$ cat src/rtl/hop_cnt_rr_arbiter.sv
// Packet-locking output-port arbiter: highest hop count wins, round-robin breaks ties,
// saturated age counters force starving inputs through; grant held from head to tail flit.
module hop_cnt_rr_arbiter #(
    parameter int IN_N      = 5,
    parameter int HOP_CNT_W = 3,
    parameter int AGE_W     = 3
) (
    input  logic                      clk_i,
    input  logic                      rst_i,
    input  logic [IN_N-1:0]           req_i,
    input  logic [IN_N*HOP_CNT_W-1:0] hop_cnt_i,
    input  logic [IN_N-1:0]           tail_i,
    input  logic                      ack_i,
    output logic [IN_N-1:0]           grant_o,
    output logic [$clog2(IN_N)-1:0]   grant_idx_o,
    output logic                      grant_vld_o,
    output logic                      starved_o
);
    localparam int IDX_W = $clog2(IN_N);
    localparam logic [AGE_W-1:0] AGE_MAX  = {AGE_W{1'b1}};
    localparam logic [IDX_W-1:0] IDX_LAST = IDX_W'(IN_N - 1);

    typedef enum logic [0:0] {ST_IDLE = 1'b0, ST_LOCKED = 1'b1} state_t;

    state_t                r_state;
    logic [IN_N-1:0]       r_grant;
    logic [IDX_W-1:0]      r_idx;
    logic                  r_starved;
    logic [IDX_W-1:0]      r_ptr;
    logic [AGE_W-1:0]      r_age [IN_N];

    state_t                w_state_nxt;
    logic [IN_N-1:0]       w_grant_nxt;
    logic [IDX_W-1:0]      w_idx_nxt;
    logic                  w_starved_nxt;
    logic [AGE_W-1:0]      w_age_nxt [IN_N];

    logic                  w_locked;
    logic                  w_req_w;
    logic                  w_release;
    logic                  w_event;
    logic [IN_N-1:0]       w_mreq;
    logic [IDX_W-1:0]      w_ptr;
    logic [IN_N-1:0]       w_aged;
    logic [IN_N-1:0]       w_top;
    logic [IN_N-1:0]       w_cand;
    logic                  w_any_aged;
    logic [HOP_CNT_W-1:0]  w_max_hop;
    logic                  w_found;
    logic [IDX_W-1:0]      w_win;

    // Release detection; the released input is masked and the pointer advanced for the same-cycle event
    always_comb begin
        w_locked  = (r_state == ST_LOCKED);
        w_req_w   = req_i[r_idx];
        w_release = w_locked & ((ack_i & w_req_w & tail_i[r_idx]) | ~w_req_w);
        w_event   = w_locked ? w_release : (|req_i);
        w_mreq    = req_i;
        w_ptr     = r_ptr;
        if (w_release) begin
            w_mreq[r_idx] = 1'b0;
            w_ptr         = (r_idx == IDX_LAST) ? '0 : r_idx + IDX_W'(1);
        end else begin
            w_ptr         = r_ptr;
        end
    end

    // Candidate set (starved inputs override hop priority) and round-robin pick from w_ptr
    always_comb begin
        w_aged    = '0;
        w_top     = '0;
        w_max_hop = '0;
        w_found   = 1'b0;
        w_win     = '0;
        for (int k = 0; k < IN_N; k++) begin
            w_aged[k] = w_mreq[k] & (r_age[k] == AGE_MAX);
            if (w_mreq[k] && (hop_cnt_i[k*HOP_CNT_W +: HOP_CNT_W] > w_max_hop)) begin
                w_max_hop = hop_cnt_i[k*HOP_CNT_W +: HOP_CNT_W];
            end else begin
                w_max_hop = w_max_hop;
            end
        end
        for (int k = 0; k < IN_N; k++) begin
            w_top[k] = w_mreq[k] & (hop_cnt_i[k*HOP_CNT_W +: HOP_CNT_W] == w_max_hop);
        end
        w_any_aged = |w_aged;
        w_cand     = w_any_aged ? w_aged : w_top;
        for (int i = 0; i < IN_N; i++) begin
            int j;
            j = int'(w_ptr) + i;
            if (j >= IN_N) begin
                j = j - IN_N;
            end else begin
                j = j;
            end
            if (!w_found && w_cand[j]) begin
                w_found = 1'b1;
                w_win   = IDX_W'(j);
            end else begin
                w_found = w_found;
            end
        end
    end

    // Next-state: grant/lock on an event, idle when nothing survives the release mask; age bookkeeping
    always_comb begin
        w_state_nxt   = r_state;
        w_grant_nxt   = r_grant;
        w_idx_nxt     = r_idx;
        w_starved_nxt = r_starved;
        if (w_event && (|w_mreq)) begin
            w_state_nxt        = ST_LOCKED;
            w_grant_nxt        = '0;
            w_grant_nxt[w_win] = 1'b1;
            w_idx_nxt          = w_win;
            w_starved_nxt      = w_any_aged;
        end else if (w_event) begin
            w_state_nxt   = ST_IDLE;
            w_grant_nxt   = '0;
            w_idx_nxt     = '0;
            w_starved_nxt = 1'b0;
        end else begin
            w_state_nxt   = r_state;
        end
        for (int k = 0; k < IN_N; k++) begin
            if (!w_locked && !req_i[k]) begin
                w_age_nxt[k] = '0;
            end else if (w_event && w_mreq[k]) begin
                if (IDX_W'(k) == w_win) begin
                    w_age_nxt[k] = '0;
                end else if (r_age[k] != AGE_MAX) begin
                    w_age_nxt[k] = r_age[k] + AGE_W'(1);
                end else begin
                    w_age_nxt[k] = r_age[k];
                end
            end else begin
                w_age_nxt[k] = r_age[k];
            end
        end
    end

    // State and registered outputs
    always_ff @(posedge clk_i) begin
        if (rst_i) begin
            r_state   <= ST_IDLE;
            r_grant   <= '0;
            r_idx     <= '0;
            r_starved <= 1'b0;
            r_ptr     <= '0;
            for (int k = 0; k < IN_N; k++) r_age[k] <= '0;
        end else begin
            r_state   <= w_state_nxt;
            r_grant   <= w_grant_nxt;
            r_idx     <= w_idx_nxt;
            r_starved <= w_starved_nxt;
            r_ptr     <= w_ptr;
            for (int k = 0; k < IN_N; k++) r_age[k] <= w_age_nxt[k];
        end
    end

    // Outputs driven straight from registers
    always_comb begin
        grant_o     = r_grant;
        grant_idx_o = r_idx;
        grant_vld_o = (r_state == ST_LOCKED);
        starved_o   = r_starved;
    end
endmodule

$ cat config.mk
export PLATFORM = sky130hd
export DESIGN_NAME = hop_cnt_rr_arbiter
export DESIGN_NICKNAME = d
export VERILOG_FILES = /design/src/rtl/hop_cnt_rr_arbiter.sv
export SDC_FILE = /design/constraint.sdc
export NUM_CORES = 1
export LEC_CHECK = 0
export ABC_AREA = 1
export BUFFER_PORTS_ARGS = -buffer_cell sky130_fd_sc_hd__buf_2
export CAP_MARGIN = 20
export CORE_MARGIN = 8
export CORE_UTILIZATION = 35
export DETAILED_ROUTE_END_ITERATION = 7
export GPL_ROUTABILITY_DRIVEN = 0
export PLACE_DENSITY_LB_ADDON = 0.2
export SLEW_MARGIN = 0
export SYNTH_ARGS = -nofsm -noshare
export SYNTH_HDL_FRONTEND = slang
export SYNTH_SLANG_ARGS = --single-unit
$ cat constraint.sdc
create_clock -name clk_i -period 9.5 [get_ports clk_i]
set_input_delay 0 -clock clk_i [delete_from_list [all_inputs] [get_ports clk_i]]
set_output_delay 0 -clock clk_i [all_outputs]
set_load 0.02 [all_outputs]
# Word level (Yosys, flattened, before mapping)

Memories as Yosys holds them, arrays and structs flattened.
Index checks and enable logic that the tools add are counted.

Add/sub/neg operators: 15
Order comparisons: 19
Equality and inequality tests: 20
Multiplexer cells: 82
Bitwise gates (word level): 22
Reductions and logical operators: 37

Operator list:

| kind                                                               | number |
|---|---|
| < comparator 32 x 5 -> 1 bit (second input constant)               | 5 |
| 2-to-1 mux 32 bit                                                  | 5 |
| 2-to-1 mux 3 bit                                                   | 39 |
| 2-to-1 mux 1 bit                                                   | 25 |
| logical AND 1 bit                                                  | 22 |
| binary-select mux 1 bit (select 3 bit)                             | 7 |
| 2-to-1 mux 5 bit                                                   | 4 |
| subtractor 4 x 3 -> 5 bit (second input constant)                  | 4 |
| adder 3 x 1 -> 3 bit (second input constant)                       | 6 |
| == test 3 bit (second input constant)                              | 6 |
| greater-or-equal comparator 4 x 3 -> 1 bit (second input constant) | 4 |
| == test 3 bit                                                      | 5 |
| != test 3 bit (second input constant)                              | 5 |
| OR reduction 5 bit                                                 | 3 |
| AND 1 bit                                                          | 13 |
| > comparator 3 bit                                                 | 4 |
| zero test 1 bit                                                    | 10 |
| adder 3 x 2 -> 4 bit (second input constant)                       | 2 |
| < comparator 3 x 4 -> 1 bit (second input constant)                | 2 |
| demux 1 bit (select 3 bit)                                         | 2 |
| == test 2 x 3 -> 1 bit (first input constant)                      | 2 |
| greater-or-equal comparator 3 x 1 -> 1 bit (second input constant) | 2 |
| bitwise OR 1 bit                                                   | 6 |
| AND 5 bit                                                          | 1 |
| 11 further kinds                                                   | 11 |

Register bits after elaboration: 13
Memory bits (writable): 15
Input port bits: 28
Output and inout port bits: 10
Logic and storage cells: 201
Memories: 1

Memories:

| memory | depth | bits a word | rd ports | clocked after Yosys merged registers in | write ports | line | RTL |
|---|---|---|---|---|---|---|---|
| r_age  | 5     | 3           | 5        | 0                                       | 5           | 30   | `logic [AGE_W-1:0] r_age [IN_N];` |

# Logic depth before layout (Yosys ltp)

Depth after elaboration: 45
Gate-level depth with buffers: 65
Gate-level depth less buffers: 64

# Worst setup path after synthesis

OpenSTA, ideal clock, no wires.

Kind: reg2reg
Start: reg r_idx[2] (netlist: grant_idx_o[2])
End: mem r_age[2][2] (netlist: r_age[0][8])
Setup time: 0.114 ns
Arrival time: 6.778 ns
Data required time: 9.386 ns
Setup slack: 2.608 ns
Stages on the path, launching flop included: 57
Buffers on the path: 1
Path through: dfxtp_1 > buf_2 > nor2_2 > nand3_1 > nand2_1 > inv_1 > nand2_2 > nand2_4 > nand3_2 > nand2_1 > nor2_1 > ha_1 > a32oi_1 > nand3_2 > o21ai_1 > ha_1 > o21ai_0 > nand2_1 > [... 21 more ...] > nor2_1 > nand2_1 > nand2_1 > nor2_2 > nor2_2 > nand2_2 > nand2_4 > nor2_8 > nand3b_1 > nand3_1 > nor2_4 > inv_4 > nand2_2 > nand2_2 > nand2_1 > nand2_1 > nand2_1 > nor2_1

RTL lines:

| what                     | line | RTL |
|---|---|---|
| start: declaration       | 27   | `logic [IDX_W-1:0] r_idx;` |
| start signal: assignment | 154  | `r_idx <= w_idx_nxt;` |
| end: declaration         | 30   |  |

==> flow_metrics.env <==
export IMPL_finalHoldViolCount=0
export IMPL_critPathSlowestCell="dfxtp_1"
export IMPL_finalCritPeriodShare=0.8345
export IMPL_synth_edf_count=0
export IMPL_num_vias=3645
export IMPL_fin_tns_setup_ns=0
export IMPL_die_x_um=116.5
export IMPL_register_area_um2=560.5
export IMPL_avgRoutedWirePerCell_um=13.27
export IMPL_firstDrtPassIters=4
export IMPL_power_frac_seq=0.114
export IMPL_ff2ff_setup_slack_ns=1.57
export IMPL_drtIter0Drc=212
export IMPL_power_internal_uw=590.8
export IMPL_crit_type="reg2reg"
export IMPL_cts_hold_buf=0
export IMPL_maxCapViolCount=0
export IMPL_die_area_um2=13580
export IMPL_crit_required_ns=9.69
export IMPL_worst_slack_ns=1.572
export IMPL_worst_slew_pin_slew_ns=0.5594
export IMPL_synth_warning_count=0
export IMPL_synthArstFlopShare=0
export IMPL_yosysTopAreaCell="dfxtp_1"
export IMPL_ant_nets=0
export IMPL_clkTransAtPathRegs_ns=0.11
export IMPL_grt_usage=0.1479
export IMPL_initial_core_util=0.3620
export IMPL_cts_repair_resized=0
export IMPL_status="finished, final reports clean"
export IMPL_hold_start="rst_i"
export IMPL_rows=36
export IMPL_rsz0062_at_grt="false"
export IMPL_swShare=0.5900
export IMPL_cpMostUsedCell="nand2_1"
export IMPL_pin_count=38
export IMPL_numCtsBuffers=3
export IMPL_wirelength_mm=9.804
export IMPL_holdPathStages=2
export IMPL_syn_num_nets=630
export IMPL_ys_seq_area_frac=0.1584
export IMPL_cts_path_max_buffers=2
export IMPL_insertion_delay_ns=0.28
export IMPL_cts_tree="yes"
export IMPL_power_frac_comb=0.819
export IMPL_net_switching_power_uw=850.0
export IMPL_setup_violations_final=0
export IMPL_place_port_buffers=37
export IMPL_grt_start_max_net_pins=19
export IMPL_final_nets=668
export IMPL_ctsRootBufferMaster="clkbuf_8"
export IMPL_die_height_um=116.5
export IMPL_ys_top_cells_by_count="146 x nand2_1, 64 x inv_1, 61 x nand3_1"
export IMPL_netlist_area_um2=3538
export IMPL_hold_path_class="in2reg"
export IMPL_post_route_util=0.4032
export IMPL_core_area_um2=9774
export IMPL_holdPathEnd="grant_vld_o"
export IMPL_endpoint_kind="register"
export IMPL_start_kind="register"
export IMPL_syn_inst=569
export IMPL_first_global_vias=3422
export IMPL_period_needed_ns=7.928
export IMPL_power_density_nw_per_um2=365.6
export IMPL_overflow=0
export IMPL_drc_errors=0
export IMPL_pwr_share_clk=0.067
export IMPL_max_vdd_ir_drop_v=0.0001561
export IMPL_cts_num_sinks=28
export IMPL_synth_area_per_cell_um2=6.219
export IMPL_dp_hpwl_mm=8.305
export IMPL_n_antenna_cell=0
export IMPL_multiInputGateArea_um2=2649
export IMPL_h_tree_depth=1
export IMPL_ys_types=46
export IMPL_clock_skew_ns=0.01271
export IMPL_slew_headroom=0.6257
export IMPL_vias_per_cell=4.932
export IMPL_yosys_register_bits=28
export IMPL_synthDominantCellAreaShare=0.1584
export IMPL_post_cts_buffers=0
export IMPL_r2r_cells=57
export IMPL_fmax_mhz=126.1
export IMPL_cp_arrival_ns=8.12
export IMPL_fillers=1057
export IMPL_r2r_end="r_age[0][10]"
export IMPL_finalMaxSlewViolations=0
export IMPL_critPathMaxFanout=12
export IMPL_grt_antenna_before_repair=0
export IMPL_syn2layout_area_growth_pct=11.39
export IMPL_p_leak_nw=2.040
export IMPL_whs_ns=0.08054
export IMPL_synth_most_common_cell="nand2_1"
export IMPL_cpPeakStageDelay_ns=0.64
export IMPL_pre_cts_slack_ns=1.546
export IMPL_r2r_start="grant_idx_o[0]"
export IMPL_ys_top_cells_by_area="dfxtp_1 16%, nand2_1 15%, ha_1 12%"
export IMPL_grt_first_pass_wirelength_mm=16.51
export IMPL_drive_gt1_frac=0.1848
export IMPL_ys_flop_type="dfxtp_1"
## power by group through the flow
| stage | sequential, mW | clock [mW] | combinational (mW) |
|---|---|---|---|
| floorplan | 0.167 | 0 | 0.939 |
| global placement | 0.166 | 0 | 1.16 |
| detailed placement | 0.167 | 0 | 1.17 |
| CTS | 0.164 | 0.0981 | 1.18 |
| global route | 0.168 | 0.103 | 1.32 |
| finish | 0.164 | 0.0970 | 1.18 |
## layer usage
layer,vias up,wire length (µm),part of all wire,track usage
met2,59,4357,0.44,0.2446
met4,0,39,0.0040,0.01365
met3,4,453,0.046,0.02585
li1,1931,-,-,-
met1,1651,4954,0.51,0.2023
met5,-,0,0,0
## sequential cells by signal (all words and copies together) (netlist names)
| register | flops |
|---|---|
| starved_o | 1 |
| grant_vld_o | 1 |
| r_ptr | 3 |
| grant_o | 5 |
| grant_idx_o | 3 |
| r_age | 15 |
## worst max path at each step
| stage | from | endpoint | slack, ns | cells past startpoint |
|---|---|---|---|---|
| after floorplan | grant_idx_o[2] | r_age[0][8] | 2.61 | 56 |
| after global placement | grant_idx_o[0] | r_age[0][8] | 1.85 | 59 |
| after detailed placement | grant_idx_o[0] | r_age[0][10] | 1.55 | 57 |
| after CTS | grant_idx_o[0] | r_age[0][8] | 1.54 | 59 |
| after global routing | grant_idx_o[0] | r_age[0][1] | 0.62 | 59 |
| final | grant_idx_o[0] | r_age[0][10] | 1.57 | 57 |
## logic make-up after synthesis
| kind of cell | share of synthesized area |
|---|---|
| buffers and inverters | 0.09300 |
| AO/OA/AOI/OAI | 0.1421 |
| adder cells (fa/ha/maj) | 0.1167 |
| AND/OR/NAND/NOR | 0.4728 |
| flip-flops | 0.1584 |
| XOR/XNOR | 0.01697 |
## cell type report
type,instances,share of cell area
Multi-Input combinational cell,457,0.6721
Sequential cell,28,0.1422
Inverter,79,0.07651
Timing Repair Buffer,38,0.04889
Tap cell,133,0.04222
Clock buffer,3,0.01048
Clock inverter,1,0.007619
## worst max-delay path: cells and delay by family, from the launching register on
kind | cells | cell delay, ns
AOI/OAI and AO/OA | 11 | 1.82
and+or+nand+nor | 38 | 3.84
buffers and inverters | 4 | 0.33
adders and majority gates | 4 | 1.18
DFF | 1 | 0.64
## stage by stage
stage | area [µm²] | cells | total power, mW
5_1_grt | 3941 | 739 | 1.594
4_1_cts | 3941 | 739 | 1.439
3_5_place_dp | 3870 | 735 | 1.339
3_3_place_gp | 3870 | 735 | 1.324
6_report | 3941 | 739 | 1.441
2_1_floorplan | 3538 | 569 | 1.106
## cells in the final DEF (no fill, tap or decap), types with 3 or more instances in the layout
master / synthesis / layout
nand2_1: 146 / 146
inv_1: 64 / 64
nand3_1: 61 / 61
nor2_1: 59 / 59
buf_2: 1 / 37
a21oi_1: 36 / 36
ha_1: 33 / 33
dfxtp_1: 28 / 28
nand2_2: 19 / 19
nand4_1: 11 / 11
o21ai_0: 11 / 11
inv_2: 10 / 10
nand3_2: 9 / 9
nand3b_1: 8 / 8
nor2_4: 5 / 5
nand2_4: 5 / 5
nor2_2: 4 / 4
a21boi_1: 4 / 4
o21ai_2: 4 / 4
o21ai_1: 4 / 4
xor2_1: 4 / 4
or2_2: 3 / 3
nor3_1: 3 / 3
o21a_1: 3 / 3
a31oi_1: 3 / 3
clkinv_1: 3 / 3
clkbuf_8: 0 / 3
Power figures use the tool's default switching activity.
